<file path="config.mk">
export PLATFORM = sky130hd
export DESIGN_NAME = id_ex_reg_flat
export DESIGN_NICKNAME = d
export VERILOG_FILES = /design/src/rtl/core_pkg.sv /design/src/rtl/id_ex_reg_if.sv /design/src/rtl/sat_counter.sv /design/src/rtl/id_ex_reg.sv /design/src/flat_wrapper.sv
export SDC_FILE = /design/constraint.sdc
export NUM_CORES = 1
export LEC_CHECK = 0
export BUFFER_PORTS_ARGS = -buffer_cell sky130_fd_sc_hd__buf_2
export CAP_MARGIN = 0
export CORE_AREA = 2 2 173 175
export CTS_CLUSTER_SIZE = 14
export DETAILED_ROUTE_END_ITERATION = 7
export DIE_AREA = 0 0 175 177
export GPL_TIMING_DRIVEN = 1
export SYNTH_ARGS = -nofsm -noshare
export SYNTH_HDL_FRONTEND = slang
export SYNTH_HIERARCHICAL = 1
export SYNTH_SLANG_ARGS = --single-unit
</file>
<file path="constraint.sdc">
create_clock -name clk -period 4.8 [get_ports clk]
set_clock_uncertainty 0.1 [all_clocks]
set_input_delay 0.72 -clock clk [delete_from_list [all_inputs] [get_ports clk]]
set_output_delay 0.72 -clock clk [all_outputs]
set_load 0.01 [all_outputs]
</file>
<file path="src/rtl/core_pkg.sv">
// core_pkg
// Shared definitions for the 5-stage MIPS core: datapath widths, ALU op
// encodings, writeback/destination select encodings and the packed control
// bundle that travels down the pipeline.
// No ports (package).

package core_pkg;

   localparam int DATA_W     = 32;
   localparam int REG_ADDR_W = 5;
   localparam int ALU_OP_W   = 4;
   localparam int SHAMT_W    = 5;

   // ALU operation codes as produced by the ALU control decode
   typedef enum logic [ALU_OP_W-1:0] {
      ALU_AND = 4'd0,
      ALU_OR  = 4'd1,
      ALU_ADD = 4'd2,
      ALU_XOR = 4'd3,
      ALU_SLL = 4'd4,
      ALU_SRL = 4'd5,
      ALU_SUB = 4'd6,
      ALU_SLT = 4'd7,
      ALU_SRA = 4'd8,
      ALU_LUI = 4'd9,
      ALU_NOR = 4'd12
   } aluOp_e;

   // Writeback source select
   typedef enum logic [1:0] {
      MEM_TO_REG_ALU = 2'b00,
      MEM_TO_REG_MEM = 2'b01,
      MEM_TO_REG_PC4 = 2'b10
   } memToReg_e;

   // Destination register select ($31 for jal-style links)
   typedef enum logic [1:0] {
      REG_DST_RT = 2'b00,
      REG_DST_RD = 2'b01,
      REG_DST_RA = 2'b10
   } regDst_e;

   // Control bundle. Fields are plain vectors so that any encoding the
   // decoder emits is carried through unchanged.
   typedef struct packed {
      logic                regWrite;
      logic                memRead;
      logic                memWrite;
      logic                aluSrc;
      logic                branch;
      logic [1:0]          memToReg;
      logic [1:0]          regDst;
      logic [ALU_OP_W-1:0] aluOp;
   } ctrl_t;

   // A bubble is an all-zero control word: no writes, no memory access
   localparam ctrl_t BUBBLE = '0;

endpackage

</file>
<file path="src/rtl/id_ex_reg_if.sv">
// id_ex_reg_if
// Bundles the ID-side inputs and EX-side outputs of the ID/EX pipeline
// register. The master modport is the producer/consumer side (ID drives
// id_*, EX observes ex_*); the slave modport is the pipeline register.
// Parameter: CNT_W - width of the debug bubble counter.

interface id_ex_reg_if #(parameter int CNT_W = 16);
   import core_pkg::*;

   logic                  id_valid;
   logic [DATA_W-1:0]     id_pc_plus4;
   logic [DATA_W-1:0]     id_rs_data;
   logic [DATA_W-1:0]     id_rt_data;
   logic [DATA_W-1:0]     id_imm_ext;
   logic [DATA_W-1:0]     id_imm_shift;
   logic [REG_ADDR_W-1:0] id_rs;
   logic [REG_ADDR_W-1:0] id_rt;
   logic [REG_ADDR_W-1:0] id_rd;
   logic [SHAMT_W-1:0]    id_shamt;
   logic                  id_reg_write;
   logic                  id_mem_read;
   logic                  id_mem_write;
   logic                  id_alu_src;
   logic                  id_branch;
   logic [1:0]            id_mem_to_reg;
   logic [1:0]            id_reg_dst;
   logic [ALU_OP_W-1:0]   id_alu_op;

   logic                  ex_valid;
   logic [DATA_W-1:0]     ex_pc_plus4;
   logic [DATA_W-1:0]     ex_rs_data;
   logic [DATA_W-1:0]     ex_rt_data;
   logic [DATA_W-1:0]     ex_imm_ext;
   logic [DATA_W-1:0]     ex_imm_shift;
   logic [REG_ADDR_W-1:0] ex_rs;
   logic [REG_ADDR_W-1:0] ex_rt;
   logic [REG_ADDR_W-1:0] ex_rd;
   logic [SHAMT_W-1:0]    ex_shamt;
   logic                  ex_reg_write;
   logic                  ex_mem_read;
   logic                  ex_mem_write;
   logic                  ex_alu_src;
   logic                  ex_branch;
   logic [1:0]            ex_mem_to_reg;
   logic [1:0]            ex_reg_dst;
   logic [ALU_OP_W-1:0]   ex_alu_op;
   logic [DATA_W-1:0]     ex_branch_target;
   logic [CNT_W-1:0]      bubble_count;

   modport master (
      output id_valid, id_pc_plus4, id_rs_data, id_rt_data, id_imm_ext,
             id_imm_shift, id_rs, id_rt, id_rd, id_shamt, id_reg_write,
             id_mem_read, id_mem_write, id_alu_src, id_branch,
             id_mem_to_reg, id_reg_dst, id_alu_op,
      input  ex_valid, ex_pc_plus4, ex_rs_data, ex_rt_data, ex_imm_ext,
             ex_imm_shift, ex_rs, ex_rt, ex_rd, ex_shamt, ex_reg_write,
             ex_mem_read, ex_mem_write, ex_alu_src, ex_branch,
             ex_mem_to_reg, ex_reg_dst, ex_alu_op, ex_branch_target,
             bubble_count
   );

   modport slave (
      input  id_valid, id_pc_plus4, id_rs_data, id_rt_data, id_imm_ext,
             id_imm_shift, id_rs, id_rt, id_rd, id_shamt, id_reg_write,
             id_mem_read, id_mem_write, id_alu_src, id_branch,
             id_mem_to_reg, id_reg_dst, id_alu_op,
      output ex_valid, ex_pc_plus4, ex_rs_data, ex_rt_data, ex_imm_ext,
             ex_imm_shift, ex_rs, ex_rt, ex_rd, ex_shamt, ex_reg_write,
             ex_mem_read, ex_mem_write, ex_alu_src, ex_branch,
             ex_mem_to_reg, ex_reg_dst, ex_alu_op, ex_branch_target,
             bubble_count
   );

endinterface

</file>
<file path="src/rtl/sat_counter.sv">
// sat_counter
// Saturating up-counter with synchronous active-high reset. Once the count
// reaches all ones further increments are dropped, so it never wraps.
// Ports:
//   clk   - clock
//   reset - synchronous clear (wins over inc)
//   inc   - add one this cycle if not saturated
//   count - current value

module sat_counter #(
   parameter int WIDTH = 16
) (
   input  logic             clk,
   input  logic             reset,
   input  logic             inc,
   output logic [WIDTH-1:0] count
);

   // Clear on reset, otherwise step by one until all ones is reached
   always_ff @(posedge clk) begin
      if (reset) begin
         count <= '0;
      end else if (inc && (count != {WIDTH{1'b1}})) begin
         count <= count + 1'b1;
      end
   end

endmodule

</file>
<file path="src/rtl/id_ex_reg.sv">
// id_ex_reg
// ID/EX pipeline register of the 5-stage MIPS core. Captures operands,
// immediates, specifiers and the control bundle, and precomputes the branch
// target (PC+4 + shifted immediate, carry dropped) so EX does not need an
// adder on that path. The hazard unit can hold the stage (stall) or replace
// its content with a bubble (flush); flush wins over stall. Flush-inserted
// bubbles are counted for debug.
// Ports:
//   clk   - core clock
//   reset - synchronous active-high reset, clears everything
//   stall - hold stage contents
//   flush - load a bubble, bump bubble counter
//   bus   - id_ex_reg_if slave: id_* in, ex_* / bubble_count out
// Data widths come from core_pkg; CNT_W sizes the bubble counter.

module id_ex_reg
   import core_pkg::*;
#(
   parameter int CNT_W = 16
) (
   input  logic          clk,
   input  logic          reset,
   input  logic          stall,
   input  logic          flush,
   id_ex_reg_if.slave    bus
);

   logic                  exValid;
   logic [DATA_W-1:0]     exPcPlus4;
   logic [DATA_W-1:0]     exRsData;
   logic [DATA_W-1:0]     exRtData;
   logic [DATA_W-1:0]     exImmExt;
   logic [DATA_W-1:0]     exImmShift;
   logic [DATA_W-1:0]     exBranchTarget;
   logic [REG_ADDR_W-1:0] exRs;
   logic [REG_ADDR_W-1:0] exRt;
   logic [REG_ADDR_W-1:0] exRd;
   logic [SHAMT_W-1:0]    exShamt;
   ctrl_t                 exCtrl;

   ctrl_t                 idCtrl;
   logic [DATA_W-1:0]     branchTargetNext;
   logic [CNT_W-1:0]      bubbleCount;

   // Gather the loose ID control bits into one bundle so bubble insertion
   // is a single assignment of BUBBLE
   assign idCtrl = '{
      regWrite: bus.id_reg_write,
      memRead:  bus.id_mem_read,
      memWrite: bus.id_mem_write,
      aluSrc:   bus.id_alu_src,
      branch:   bus.id_branch,
      memToReg: bus.id_mem_to_reg,
      regDst:   bus.id_reg_dst,
      aluOp:    bus.id_alu_op
   };

   // Branch target computed in ID; the sum is truncated to DATA_W so a
   // target past the top of the address space wraps
   assign branchTargetNext = bus.id_pc_plus4 + bus.id_imm_shift;

   // Stage register. Reset and flush both produce an all-zero stage; the
   // difference is only that flush is counted. Stall simply skips the load.
   // id_valid=0 still captures the fields, it just marks EX as empty.
   always_ff @(posedge clk) begin
      if (reset || flush) begin
         exValid        <= 1'b0;
         exPcPlus4      <= '0;
         exRsData       <= '0;
         exRtData       <= '0;
         exImmExt       <= '0;
         exImmShift     <= '0;
         exBranchTarget <= '0;
         exRs           <= '0;
         exRt           <= '0;
         exRd           <= '0;
         exShamt        <= '0;
         exCtrl         <= BUBBLE;
      end else if (!stall) begin
         exValid        <= bus.id_valid;
         exPcPlus4      <= bus.id_pc_plus4;
         exRsData       <= bus.id_rs_data;
         exRtData       <= bus.id_rt_data;
         exImmExt       <= bus.id_imm_ext;
         exImmShift     <= bus.id_imm_shift;
         exBranchTarget <= branchTargetNext;
         exRs           <= bus.id_rs;
         exRt           <= bus.id_rt;
         exRd           <= bus.id_rd;
         exShamt        <= bus.id_shamt;
         exCtrl         <= idCtrl;
      end
   end

   // Bubble counter; reset has priority inside the counter, and a stall
   // without flush leaves it untouched because inc is low
   sat_counter #(
      .WIDTH (CNT_W)
   ) bubbleCounter (
      .clk   (clk),
      .reset (reset),
      .inc   (flush),
      .count (bubbleCount)
   );

   assign bus.ex_valid         = exValid;
   assign bus.ex_pc_plus4      = exPcPlus4;
   assign bus.ex_rs_data       = exRsData;
   assign bus.ex_rt_data       = exRtData;
   assign bus.ex_imm_ext       = exImmExt;
   assign bus.ex_imm_shift     = exImmShift;
   assign bus.ex_branch_target = exBranchTarget;
   assign bus.ex_rs            = exRs;
   assign bus.ex_rt            = exRt;
   assign bus.ex_rd            = exRd;
   assign bus.ex_shamt         = exShamt;
   assign bus.ex_reg_write     = exCtrl.regWrite;
   assign bus.ex_mem_read      = exCtrl.memRead;
   assign bus.ex_mem_write     = exCtrl.memWrite;
   assign bus.ex_alu_src       = exCtrl.aluSrc;
   assign bus.ex_branch        = exCtrl.branch;
   assign bus.ex_mem_to_reg    = exCtrl.memToReg;
   assign bus.ex_reg_dst       = exCtrl.regDst;
   assign bus.ex_alu_op        = exCtrl.aluOp;
   assign bus.bubble_count     = bubbleCount;

endmodule

</file>
<file path="src/flat_wrapper.sv">
// flat-port wrapper written by rule: the top's interface ports become plain ports
module id_ex_reg_flat import core_pkg::*;
#(
   parameter int CNT_W = 16
)
  (clk, reset, stall, flush, bus_id_valid, bus_id_pc_plus4, bus_id_rs_data, bus_id_rt_data, bus_id_imm_ext, bus_id_imm_shift, bus_id_rs, bus_id_rt, bus_id_rd, bus_id_shamt, bus_id_reg_write, bus_id_mem_read, bus_id_mem_write, bus_id_alu_src, bus_id_branch, bus_id_mem_to_reg, bus_id_reg_dst, bus_id_alu_op, bus_ex_valid, bus_ex_pc_plus4, bus_ex_rs_data, bus_ex_rt_data, bus_ex_imm_ext, bus_ex_imm_shift, bus_ex_rs, bus_ex_rt, bus_ex_rd, bus_ex_shamt, bus_ex_reg_write, bus_ex_mem_read, bus_ex_mem_write, bus_ex_alu_src, bus_ex_branch, bus_ex_mem_to_reg, bus_ex_reg_dst, bus_ex_alu_op, bus_ex_branch_target, bus_bubble_count);
  id_ex_reg_if #(.CNT_W(CNT_W)) bus_i ();
  input  logic clk;
  input  logic reset;
  input  logic stall;
  input  logic flush;
  input wire logic [$bits(bus_i.id_valid)-1:0] bus_id_valid;
  input wire logic [$bits(bus_i.id_pc_plus4)-1:0] bus_id_pc_plus4;
  input wire logic [$bits(bus_i.id_rs_data)-1:0] bus_id_rs_data;
  input wire logic [$bits(bus_i.id_rt_data)-1:0] bus_id_rt_data;
  input wire logic [$bits(bus_i.id_imm_ext)-1:0] bus_id_imm_ext;
  input wire logic [$bits(bus_i.id_imm_shift)-1:0] bus_id_imm_shift;
  input wire logic [$bits(bus_i.id_rs)-1:0] bus_id_rs;
  input wire logic [$bits(bus_i.id_rt)-1:0] bus_id_rt;
  input wire logic [$bits(bus_i.id_rd)-1:0] bus_id_rd;
  input wire logic [$bits(bus_i.id_shamt)-1:0] bus_id_shamt;
  input wire logic [$bits(bus_i.id_reg_write)-1:0] bus_id_reg_write;
  input wire logic [$bits(bus_i.id_mem_read)-1:0] bus_id_mem_read;
  input wire logic [$bits(bus_i.id_mem_write)-1:0] bus_id_mem_write;
  input wire logic [$bits(bus_i.id_alu_src)-1:0] bus_id_alu_src;
  input wire logic [$bits(bus_i.id_branch)-1:0] bus_id_branch;
  input wire logic [$bits(bus_i.id_mem_to_reg)-1:0] bus_id_mem_to_reg;
  input wire logic [$bits(bus_i.id_reg_dst)-1:0] bus_id_reg_dst;
  input wire logic [$bits(bus_i.id_alu_op)-1:0] bus_id_alu_op;
  output wire logic [$bits(bus_i.ex_valid)-1:0] bus_ex_valid;
  output wire logic [$bits(bus_i.ex_pc_plus4)-1:0] bus_ex_pc_plus4;
  output wire logic [$bits(bus_i.ex_rs_data)-1:0] bus_ex_rs_data;
  output wire logic [$bits(bus_i.ex_rt_data)-1:0] bus_ex_rt_data;
  output wire logic [$bits(bus_i.ex_imm_ext)-1:0] bus_ex_imm_ext;
  output wire logic [$bits(bus_i.ex_imm_shift)-1:0] bus_ex_imm_shift;
  output wire logic [$bits(bus_i.ex_rs)-1:0] bus_ex_rs;
  output wire logic [$bits(bus_i.ex_rt)-1:0] bus_ex_rt;
  output wire logic [$bits(bus_i.ex_rd)-1:0] bus_ex_rd;
  output wire logic [$bits(bus_i.ex_shamt)-1:0] bus_ex_shamt;
  output wire logic [$bits(bus_i.ex_reg_write)-1:0] bus_ex_reg_write;
  output wire logic [$bits(bus_i.ex_mem_read)-1:0] bus_ex_mem_read;
  output wire logic [$bits(bus_i.ex_mem_write)-1:0] bus_ex_mem_write;
  output wire logic [$bits(bus_i.ex_alu_src)-1:0] bus_ex_alu_src;
  output wire logic [$bits(bus_i.ex_branch)-1:0] bus_ex_branch;
  output wire logic [$bits(bus_i.ex_mem_to_reg)-1:0] bus_ex_mem_to_reg;
  output wire logic [$bits(bus_i.ex_reg_dst)-1:0] bus_ex_reg_dst;
  output wire logic [$bits(bus_i.ex_alu_op)-1:0] bus_ex_alu_op;
  output wire logic [$bits(bus_i.ex_branch_target)-1:0] bus_ex_branch_target;
  output wire logic [$bits(bus_i.bubble_count)-1:0] bus_bubble_count;
  assign bus_i.id_valid = bus_id_valid;
  assign bus_i.id_pc_plus4 = bus_id_pc_plus4;
  assign bus_i.id_rs_data = bus_id_rs_data;
  assign bus_i.id_rt_data = bus_id_rt_data;
  assign bus_i.id_imm_ext = bus_id_imm_ext;
  assign bus_i.id_imm_shift = bus_id_imm_shift;
  assign bus_i.id_rs = bus_id_rs;
  assign bus_i.id_rt = bus_id_rt;
  assign bus_i.id_rd = bus_id_rd;
  assign bus_i.id_shamt = bus_id_shamt;
  assign bus_i.id_reg_write = bus_id_reg_write;
  assign bus_i.id_mem_read = bus_id_mem_read;
  assign bus_i.id_mem_write = bus_id_mem_write;
  assign bus_i.id_alu_src = bus_id_alu_src;
  assign bus_i.id_branch = bus_id_branch;
  assign bus_i.id_mem_to_reg = bus_id_mem_to_reg;
  assign bus_i.id_reg_dst = bus_id_reg_dst;
  assign bus_i.id_alu_op = bus_id_alu_op;
  assign bus_ex_valid = bus_i.ex_valid;
  assign bus_ex_pc_plus4 = bus_i.ex_pc_plus4;
  assign bus_ex_rs_data = bus_i.ex_rs_data;
  assign bus_ex_rt_data = bus_i.ex_rt_data;
  assign bus_ex_imm_ext = bus_i.ex_imm_ext;
  assign bus_ex_imm_shift = bus_i.ex_imm_shift;
  assign bus_ex_rs = bus_i.ex_rs;
  assign bus_ex_rt = bus_i.ex_rt;
  assign bus_ex_rd = bus_i.ex_rd;
  assign bus_ex_shamt = bus_i.ex_shamt;
  assign bus_ex_reg_write = bus_i.ex_reg_write;
  assign bus_ex_mem_read = bus_i.ex_mem_read;
  assign bus_ex_mem_write = bus_i.ex_mem_write;
  assign bus_ex_alu_src = bus_i.ex_alu_src;
  assign bus_ex_branch = bus_i.ex_branch;
  assign bus_ex_mem_to_reg = bus_i.ex_mem_to_reg;
  assign bus_ex_reg_dst = bus_i.ex_reg_dst;
  assign bus_ex_alu_op = bus_i.ex_alu_op;
  assign bus_ex_branch_target = bus_i.ex_branch_target;
  assign bus_bubble_count = bus_i.bubble_count;
  id_ex_reg #(.CNT_W(CNT_W)) u_core (.clk(clk), .reset(reset), .stall(stall), .flush(flush), .bus(bus_i));
endmodule
</file>
==> impl_metrics.py <==
metrics = {
    "global_routing": {
        "grt_remaining_overflow": 0,
        "grtUsageTotal": 0.193,
        "grt_max_degree": 126,
        "grt_pass1_vias": 8724,
        "grt_pass1_wl_microns": 48100,
        "antenna_found_initial": 1,
    },
    "sta": {
        "max_slew_margin": 0.296,
        "tns_ns": 0,
        "rsz0062_at_grt": "false",
        "setup_viol": 0,
        "finalHoldViolations": 0,
        "max_freq_ghz": 0.380,
        "tightest_slew_ns": 1.06,
        "min_period_ns": 2.63,
        "fin_ws_ns": 2.17,
        "maxSlewViolCount": 0,
        "fin_crit_sh": 0.549,
    },
    "clock_tree": {
        "cts_tree": "yes",
        "post_cts_resized": 0,
        "cts_root_buf": "clkbuf_16",
        "clock_latency_ns": 0.53,
        "cts_sinks": 242,
        "holdBufCountCts": 0,
        "cts_setup_buffers": 0,
        "cts-buffers-inserted": 27,
        "clk_pin_slew_ns": 0.06,
        "htree_levels": 1,
        "clockBufferDepth": 3,
    },
    "floorplanning": {
        "pin_count": 440,
        "design.die.area_sq_um": 31000,
        "die_h_microns": 177,
        "core_area_sq_um": 29200,
        "rows": 63,
        "initial_core_util": 0.359,
        "fp.dieW_microns": 175,
    },
    "yosys": {
        "syn_inst": 1089,
        "yosysSeqAreaShare": 0.462,
        "synth_nets": 1320,
        "synth_edf_count": 0,
        "synth_area_sq_um": 10500,
        "yosys.area.top_type": "dfxtp_1",
        "ys_warn_count": 6,
        "ys.flop_type": "dfxtp_1",
        "synth.ff_latch_count": 242,
        "yosys-top-cells-area": "dfxtp_1 (46%), mux2i_1 (19%), nor2_1 (8.4%), ha_1 (3.8%), a21oi_1 (2.5%)",
        "synth_top_cell_area_share": 0.462,
        "synth_cell_type_count": 73,
        "synthArstFlopShare": 0,
        "syn-mean-instance-area_sq_um": 9.64,
    },
    "placed_design": {
        "portBuffers": 439,
        "pre_cts_slack_ns": 1.64,
        "place_congestion": 0.804,
        "dp_hpwl_microns": 23700,
    },
    "critical_path": {
        "r2r-start": "u_core/bubbleCounter/count[13]",
        "cp_max_fo": 4,
        "crit_type": "input port to flop",
        "crit_path_start": "bus_id_pc_plus4[0]",
        "crit_required_ns": 5.11,
        "end_kind": "flop",
        "worstPathArrival_ns": 2.94,
        "crit_path_start_kind": "input port",
    },
    "run": {
        "drv_cap": 0,
    },
    "min_path": {
        "holdCritStartpoint": "bus_id_rs[2]",
        "hold_class": "input port to flop",
    },
    "detailed_routing": {
        "drt-vias-per-instance": 4.85,
        "drt-wirelength-per-cell_microns": 16.8,
        "route.antenna.remaining_nets": 0,
        "num_vias": 9243,
        "remaining_drc_errors": 0,
        "wl_microns": 31900,
        "first_pass_iters": 5,
        "drtIter0Drc": 489,
    },
    "pwr": {
        "power_leakage_uw": 0.00691,
        "power_density_nw_per_um2": 351,
        "vdd_ir_drop_max_uv": 222,
    },
    "cells_and_area": {
        "regArea_sq_um": 4840,
        "n_fill_cell": 2859,
        "layout-drive-gt1-share": 0.339,
        "multi_input_area_sq_um": 5310,
        "nets": 1728,
        "syn2layout_area_growth_pct": 31.4,
        "antenna_cells": 0,
    },
    "outcome": {
        "status": "completed",
    },
}
[synth_stat cells (all sizes together), types with 2 or more instances]
library cell,n
dfxtp,242
nor2,236
mux2i,202
a21oi,56
nand2,45
clkbuf,38
o21ai,34
ha,32
buf,23
xor2,16
xnor2,15
inv,13
nand3,13
nand4,11
o31ai,9
a21o,8
a31oi,8
or4,8
a211oi,6
and2,6
and4,6
nor3,6
o21a,5
and3,4
nor2b,4
o21bai,4
or3,4
nor4,3
o211ai,3
o221a,3
o22ai,3
a21boi,2
a2bb2oi,2
[final timing paths]
kind / to / slack (ns) / cells after the start
max reg2reg: u_core/bubbleCounter/count[11] / 2.70 / 4
min reg2reg: u_core/bus.ex_branch_target[31] / 0.35 / 2
min: u_core/bus.ex_rs[2] / 0.31 / 3
max: u_core/bus.ex_branch_target[28] / 2.17 / 10
[cell families after synthesis]
logic type,share of synthesized area
XOR/XNOR,0.0259
buffers and inverters,0.0329
AND/OR/NAND/NOR,0.146
flip-flops,0.462
AO/OA/AOI/OAI,0.0995
adder cells (fa/ha/maj),0.0401
multiplexers,0.194
[per-stage QoR]
stage	std cells	utilization	area (sq um)	total power [uW]	hold slack, ns
final	1904	0.471	13800	4840	0.315
after floorplan	1089	-	10500	2620	0.370
after detailed placement	1858	0.442	12900	2880	0.342
after CTS	1904	0.471	13800	4900	0.295
after global routing	1904	0.471	13800	5050	0.305
after global placement	1858	0.442	12900	2880	0.333
[worst max-delay path, stage by stage]
cell      delay [ns]
buf_2           0.11
ha_1            0.23
fa_1            0.42
a21o_1          0.25
a311oi_2        0.36
o31ai_2         0.15
a32oi_2         0.31
a31oi_1         0.15
xnor2_1         0.16
o21ai_1         0.08
[layer usage]
| layer | GRT usage | share of wire | up-vias |
|---|---|---|---|
| met5 | 0 | 0.00041 | - |
| met4 | 0.0483 | 0.020 | 2 |
| met3 | 0.0412 | 0.068 | 41 |
| met2 | 0.326 | 0.48 | 301 |
| met1 | 0.252 | 0.43 | 4306 |
| li1 | - | - | 4593 |
[cells in the final DEF (no fill, tap or decap), drive strengths merged, types with 7 or more instances in the layout]
| master | n |
|---|---|
| o31ai | 9 |
| nand3 | 13 |
| ha | 32 |
| nand4 | 11 |
| buf | 442 |
| a21o | 8 |
| a21oi | 56 |
| inv | 13 |
| dfxtp | 242 |
| o21ai | 34 |
| xor2 | 16 |
| nor2 | 236 |
| nand2 | 45 |
| clkbuf | 38 |
| a31oi | 8 |
| xnor2 | 15 |
| clkinv | 7 |
| mux2i | 202 |
| or4 | 8 |
[where the power goes]
group          switching, uW  internal (uW)
Sequential              36.3           2080
Combinational            408            315
Clock                    821           1180
[layout make-up]
cell class                      instances  area share
Multi-Input combinational cell        771       0.385
Clock buffer                           38      0.0571
Clock inverter                          8     0.00499
Sequential cell                       242       0.351
Inverter                               13     0.00354
Tap cell                              390      0.0354
Timing Repair Buffer                  442       0.163
Power figures use the tool's default switching activity.
